**config.mk**
```make
export PLATFORM = sky130hd
export DESIGN_NAME = div_rtl
export DESIGN_NICKNAME = d
export VERILOG_FILES = /design/src/rtl/div_rtl_pkg.sv /design/src/rtl/div_step.sv /design/src/rtl/div_rtl.sv
export SDC_FILE = /design/constraint.sdc
export NUM_CORES = 1
export LEC_CHECK = 0
export CAP_MARGIN = 20
export CORE_AREA = 2 2 76 78
export DETAILED_ROUTE_END_ITERATION = 16
export DIE_AREA = 0 0 78 80
export GPL_ROUTABILITY_DRIVEN = 0
export GPL_TIMING_DRIVEN = 1
export HOLD_SLACK_MARGIN = 0.06
export PLACE_DENSITY = 0.75
export SYNTH_ARGS = -nofsm -noshare
export SYNTH_HDL_FRONTEND = slang
export SYNTH_SLANG_ARGS = --single-unit
```
**constraint.sdc**
```tcl
create_clock -name Clk -period 4.7 [get_ports Clk]
set_clock_uncertainty 0.05 [all_clocks]
set_input_delay 1.175 -clock Clk [delete_from_list [all_inputs] [get_ports Clk]]
set_output_delay 1.175 -clock Clk [all_outputs]
set_load 0.1 [all_outputs]
```
**src/rtl/div_rtl_pkg.sv**
```systemverilog
// rtl/div_rtl_pkg.sv - shared constants, state encoding and helpers for the restoring divider
package div_rtl_pkg;

    localparam int WIDTH = 8;

    typedef enum logic [1:0] {
        S_IDLE = 2'b00,
        S_CALC = 2'b01,
        S_DONE = 2'b10
    } state_t;

    // Iteration counter must index 0..W-1; keep at least one bit for W=1.
    function automatic int cnt_width(input int w);
        return (w > 1) ? $clog2(w) : 1;
    endfunction

endpackage

```
**src/rtl/div_step.sv**
```systemverilog
// rtl/div_step.sv - one restoring-division iteration: shift {P,QS} left, trial-subtract divisor
module div_step #(
    parameter int W = 8
) (
    input  logic [W:0]   i_p,
    input  logic [W-1:0] i_qs,
    input  logic [W-1:0] i_dr,
    output logic [W:0]   o_p,
    output logic [W-1:0] o_qs
);

    logic [W+1:0] w_p_shifted;
    logic [W:0]   w_trial;
    logic         w_fits;

    assign w_p_shifted = {i_p, i_qs[W-1]};
    // Compare at full width so the trial sign never depends on a wrapped difference.
    assign w_fits      = (w_p_shifted >= {2'b00, i_dr});
    assign w_trial     = w_p_shifted[W:0] - {1'b0, i_dr};

    assign o_p  = w_fits ? w_trial : w_p_shifted[W:0];
    assign o_qs = {i_qs[W-2:0], w_fits};

endmodule

```
**src/rtl/div_rtl.sv**
```systemverilog
// rtl/div_rtl.sv - sequential restoring divider, 2W/W bits, one quotient bit per clock
module div_rtl
    import div_rtl_pkg::*;
#(
    parameter int W = WIDTH
) (
    input  logic           Clk,
    input  logic           Rst,
    input  logic           Start,
    input  logic [2*W-1:0] N,
    input  logic [W-1:0]   D,
    output logic [W-1:0]   Q,
    output logic [W-1:0]   R,
    output logic           Busy,
    output logic           Stop,
    output logic           DivErr
);

    localparam int CW = cnt_width(W);

    state_t        r_state;
    state_t        w_next_state;
    logic [W:0]    r_p;
    logic [W-1:0]  r_qs;
    logic [W-1:0]  r_dr;
    logic [CW-1:0] r_cnt;
    logic [W-1:0]  r_q;
    logic [W-1:0]  r_r;
    logic          r_diverr;

    logic          w_accept;
    logic          w_invalid;
    logic          w_last;
    logic [W:0]    w_p_next;
    logic [W-1:0]  w_qs_next;

    // Quotient fits in W bits only when the dividend's high half is below the divisor.
    assign w_invalid = (D == '0) || (N[2*W-1:W] >= D);
    assign w_last    = (r_cnt == CW'(W - 1));

    div_step #(.W(W)) u_step (
        .i_p  (r_p),
        .i_qs (r_qs),
        .i_dr (r_dr),
        .o_p  (w_p_next),
        .o_qs (w_qs_next)
    );

    always_ff @(posedge Clk or negedge Rst) begin
        if (!Rst) begin
            r_state <= S_IDLE;
        end else begin
            r_state <= w_next_state;
        end
    end

    always_comb begin
        w_next_state = r_state;
        w_accept     = 1'b0;
        Busy         = 1'b0;
        Stop         = 1'b0;
        case (r_state)
            S_IDLE: begin
                if (Start) begin
                    w_accept     = 1'b1;
                    w_next_state = w_invalid ? S_DONE : S_CALC;
                end
            end
            S_CALC: begin
                Busy = 1'b1;
                if (w_last) begin
                    w_next_state = S_DONE;
                end
            end
            S_DONE: begin
                Stop = 1'b1;
                if (Start) begin
                    w_accept     = 1'b1;
                    w_next_state = w_invalid ? S_DONE : S_CALC;
                end
            end
            default: w_next_state = S_IDLE;
        endcase
    end

    always_ff @(posedge Clk or negedge Rst) begin
        if (!Rst) begin
            r_p      <= '0;
            r_qs     <= '0;
            r_dr     <= '0;
            r_cnt    <= '0;
            r_q      <= '0;
            r_r      <= '0;
            r_diverr <= 1'b0;
        end else if (w_accept) begin
            if (w_invalid) begin
                r_q      <= '1;
                r_r      <= '1;
                r_diverr <= 1'b1;
            end else begin
                r_p      <= {1'b0, N[2*W-1:W]};
                r_qs     <= N[W-1:0];
                r_dr     <= D;
                r_cnt    <= '0;
                r_diverr <= 1'b0;
            end
        end else if (r_state == S_CALC) begin
            r_p   <= w_p_next;
            r_qs  <= w_qs_next;
            r_cnt <= r_cnt + 1'b1;
            if (w_last) begin
                r_q <= w_qs_next;
                r_r <= w_p_next[W-1:0];
            end
        end
    end

    assign Q      = r_q;
    assign R      = r_r;
    assign DivErr = r_diverr;

endmodule

```
Word-level counts from Yosys, hierarchy flattened
Index checks and enable logic that the tools add are counted.
W data, S select, Z words.
Cells by class
  add/sub/neg operators: 2
  multiply operators: 0
  divide/modulo/power cells: 0
  magnitude comparators: 2
  equality and inequality tests: 7
  shift-type cells: 0
  mux-type cells: 26
  bitwise operators: 1
  reductions and logical operators: 10
Operators by type and width (count)
  $mux W8: 10
  $mux W9: 4
  $ge A10 B8 Y1: 1
  $mux W3: 3
  $sub A9 B8 Y9: 1
  $ge A8 B8 Y1: 1
  $logic_not A8 Y1: 1
  $mux W2: 3
  $reduce_and A2 Y1: 3
  $mux W1: 5
  $ne A2 B1 Y1 const B: 2
  $ne A2 B2 Y1 const B: 2
  $pmux W2 S2: 1
  $reduce_bool A2 Y1: 2
  $add A3 B1 Y3 const B: 1
  $eq A3 B3 Y1 const B: 1
  $reduce_and A3 Y1: 1
  $eq A2 B1 Y1 const B: 1
  $eq A2 B2 Y1 const B: 1
  $logic_not A2 Y1: 1
  $reduce_or A2 Y1: 1
  $logic_or A1 B1 Y1: 1
  $not A1 Y1: 1
Storage, ports and cells
  register bits: 47
  latch bits: 0
  RAM bits: 0
  ROM bits: 0
  input bits: 27
  output and inout port bits: 19
  memories: 0

Logic depth before layout (Yosys ltp)
  depth in word-level cells: 5
  mapped depth: 11
  mapped depth without buffers: 10

By module
From an unflattened synthesis, not the netlist that was laid out.
Second synthesis, totals
  cells, all modules: 281
  area, all modules: 2869.0 um^2
By module, submodules not included
  div_rtl: times used 1, cells an instance 198, area each 2285.9 um^2
  div_step: times used 1, cells an instance 83, area each 583.1 um^2

Least setup slack after synthesis
Ideal clock, no wire load.
  path type: register to output
  from: register r_state[0]
  to: output port Stop
  data arrival time: 1.757 ns
  required time: 3.475 ns
  setup slack: 1.718 ns
  cell stages (with the launch flop): 2
  cell sequence: dfrtp_1 > nor2b_1
Between the ends
  word-level cells in the longest chain between the ends: 2
RTL lines
  start, declared: RTL line div_rtl.sv:21  | state_t r_state;
  start signal, assigned: RTL line div_rtl.sv:53  | r_state <= w_next_state;
  $eq A2 B2 Y1: RTL line div_rtl.sv:62  | case (r_state)
  $mux W1: RTL line div_rtl.sv:62
  end, declared: RTL line div_rtl.sv:15  | output logic Stop,
Every way passes these cells.

Worst setup path in the final report
  from: register r_state[1]
  to: output port Busy
Between the ends
  word-level cells in the longest chain between the ends: 2
RTL lines
  $eq A2 B1 Y1: RTL line div_rtl.sv:62
  $mux W1: RTL line div_rtl.sv:62
  end, declared: RTL line div_rtl.sv:14  | output logic Busy,
Every way passes these cells.

==> impl_metrics.json <==
{
  "start_util_pct": 49.0,
  "cp-endpoint": "Busy",
  "syn-cell-area_um2": 2650,
  "cts.sinks": 47,
  "hold_class": "reg2reg",
  "port_buffers": 45,
  "ant_nets": 0,
  "htreeDepth": 2,
  "clockBufferDepth": 2,
  "path_cells": "nand2b_1 -> inv_1 -> clkdlybuf4s50_1",
  "nNetsFinal": 359,
  "reg2reg_slack_ps": 1420,
  "cts_hold_buf": 0,
  "stdcell_area_um2": 3250,
  "antenna_found_initial": 0,
  "first_global_vias": 2179,
  "crit_path_max_incr_delay_ps": 1190,
  "area_growth_pct": 22.6,
  "hold_slack_ps": 444,
  "cts.clk_slew.worst_paths_ps": 80,
  "cts_buffers": 5,
  "setup_tns_ps": 0,
  "root_buffer": "clkbuf_8",
  "min_period_ps": 3600,
  "hold_start": "r_dr[7]",
  "rsz0062_at_grt": "false",
  "cp_num_buf_inv": 2,
  "antenna_cells": 0,
  "setup_viol": 0,
  "grt_pass1_wl_um": 10100,
  "yosysSeqAreaShare_pct": 44.4,
  "drc": 0,
  "leakagePower_nw": 1.45,
  "synth-edff-count": 0,
  "fp.dieW_um": 78,
  "setup.worst_path.start": "r_state[1]",
  "fmax_mhz": 278,
  "post_cts_resized": 0,
  "power_density_nw_per_um2": 800,
  "r2r-end": "r_p[2]",
  "cp_slowest_cell": "clkdlybuf4s50_1",
  "synth_cell_types": 43,
  "drive_gt1_share_pct": 9.24,
  "use_met1_pct": 25.8,
  "first_iter_violations": 94,
  "power_w": 0.00260,
  "crit_fanout": 7,
  "wl_per_cell_um": 15.1,
  "final_max_slew_viol_count": 0,
  "async_flop_share_pct": 100,
  "clk_latency_ps": 300,
  "ys_warn_count": 0,
  "post-cts-setup-buffer-count": 0,
  "synthCells": 266,
  "die-area_um2": 6240,
  "pin_count": 46,
  "cp.arrival_ps": 2370,
  "grt_start_max_net_pins": 48,
  "worstSetupPathType": "reg2out",
  "multi_input_area_um2": 1330,
  "cp-start-kind": "flip-flop",
  "r2r-start": "r_qs[7]",
  "drt_wl_total_um": 5840,
  "synth_flop_cell": "dfrtp_1",
  "viasPerCell": 5.44,
  "synth_seq_cells": 47,
  "synth_fp_nets": 312,
  "status": "complete, no violations",
  "row_count": 27,
  "globalRouteMet2Util_pct": 36.4,
  "fillers": 478,
  "drtPass1Iterations": 4,
  "vdd_ir_drop_max_v": 0.000589,
  "gr-usage-all-layers_pct": 20.7,
  "worst-r2r-cell-count": 10,
  "cp.depth": 3,
  "dpl_cell_area_um2": 3140,
  "grt_overflow_total": 0,
  "die_height_um": 80,
  "vias": 2098,
  "relSlewSlack_pct": 34.9,
  "grt_busiest_layer": "met2",
  "core_area_um2": 5410,
  "seq_area_um2": 1180,
  "max-cap-violations": 0,
  "path_delay_family": "buffers and inverters",
  "crit_required_ps": 3470,
  "use_met3_pct": 3.85,
  "worst_pin_slew_ps": 973,
  "finalCritPeriodShare_pct": 76.6,
  "hold_viol": 0,
  "worstSetupEndpointType": "output port",
  "synth_area_per_cell_um2": 9.96,
  "cts_tree": "built",
  "hpwlAfterDp_um": 4300
}
## per-stage QoR
| stage | cells | setup slack (ps) | utilization [%] |
|---|---|---|---|
| floorplan | 266 | 1720 | - |
| global placement | 377 | 1170 | 58.1 |
| detailed placement | 377 | 1090 | 58.1 |
| CTS | 385 | 1110 | 59.7 |
| global route | 386 | 1030 | 60.1 |
| finish | 386 | 1100 | 60.1 |
## worst min-delay path, cell delays in order, from the launching register on
cell	delay, ps
dfrtp_1	350
nand2_1	50
o21ai_0	60
## synthesized netlist by cell type, types with 6 or more instances
library cell	n	area, um2
dfrtp_1	47	1180
nand2_1	31	116
nor2_1	26	97.6
o21ai_0	23	115
inv_1	21	78.8
ha_1	18	225
mux2i_1	11	110
a21oi_1	10	50.1
o22a_1	7	61.3
mux2_2	6	67.6
## sequential cells by signal, summed over array words and instances, names as in the netlist
register  count
r_p           9
Q             8
R             8
r_dr          8
r_qs          8
r_cnt         3
r_state       2
DivErr        1
## worst min path at each step
stage | to | cells past startpoint
finish | r_dr[7] | 2
global route | r_dr[4] | 2
CTS | r_dr[4] | 2
detailed placement | r_dr[4] | 2
global placement | r_p[8] | 2
floorplan | r_p[8] | 2
## routing by layer
metal / part of all wire [%] / up-vias
li1: - / 1035
met1: 46 / 1016
met2: 50 / 37
met3: 2.6 / 10
met4: 1.8 / 0
met5: 0 / -
## layout by cell type (no fill, tap or decap), types with 3 or more instances in the layout
master and instances:
dfrtp_1 47, a21oi_1 9, a22o_1 3, ha_1 18, clkdlybuf4s50_1 44, buf_4 3
nand3_1 4, o21ai_0 23, o31ai_1 4, nand4_1 3, a21o_1 4, inv_1 21
a31oi_1 4, mux2i_1 11, a211oi_2 4, o21a_1 3, clkbuf_8 5, a22oi_1 3
mux2_2 6, nand2_1 31, o22a_1 7, nor2_1 26
## logic make-up after synthesis
group	count (synthesis)	share of synthesized area, %
simple gates	75	12.3
fa+ha+maj	19	9.26
compound gates	74	20.5
flops	47	44.4
mux	17	6.71
xor+xnor	4	1.32
buf+inv	30	5.53
## report_power, final
| part | switching (W) | total [W] | internal [W] | leakage, nW |
|---|---|---|---|---|
| clock | 0.000133 | 0.000237 | 0.000104 | 0.0412 |
| sequential | 0.000118 | 0.000688 | 0.000571 | 0.538 |
| combinational | 0.00106 | 0.00167 | 0.000613 | 0.872 |
## layout make-up
type                    count  area share [%]
well taps                  72            2.77
repair buffers             49            15.0
flip-flops and latches     47            36.2
multi-input cells         189            40.9
inverters                  21            2.43
clock buffers               6            2.23
clock inverters             2           0.385
(Power assumes the default switching activity.)
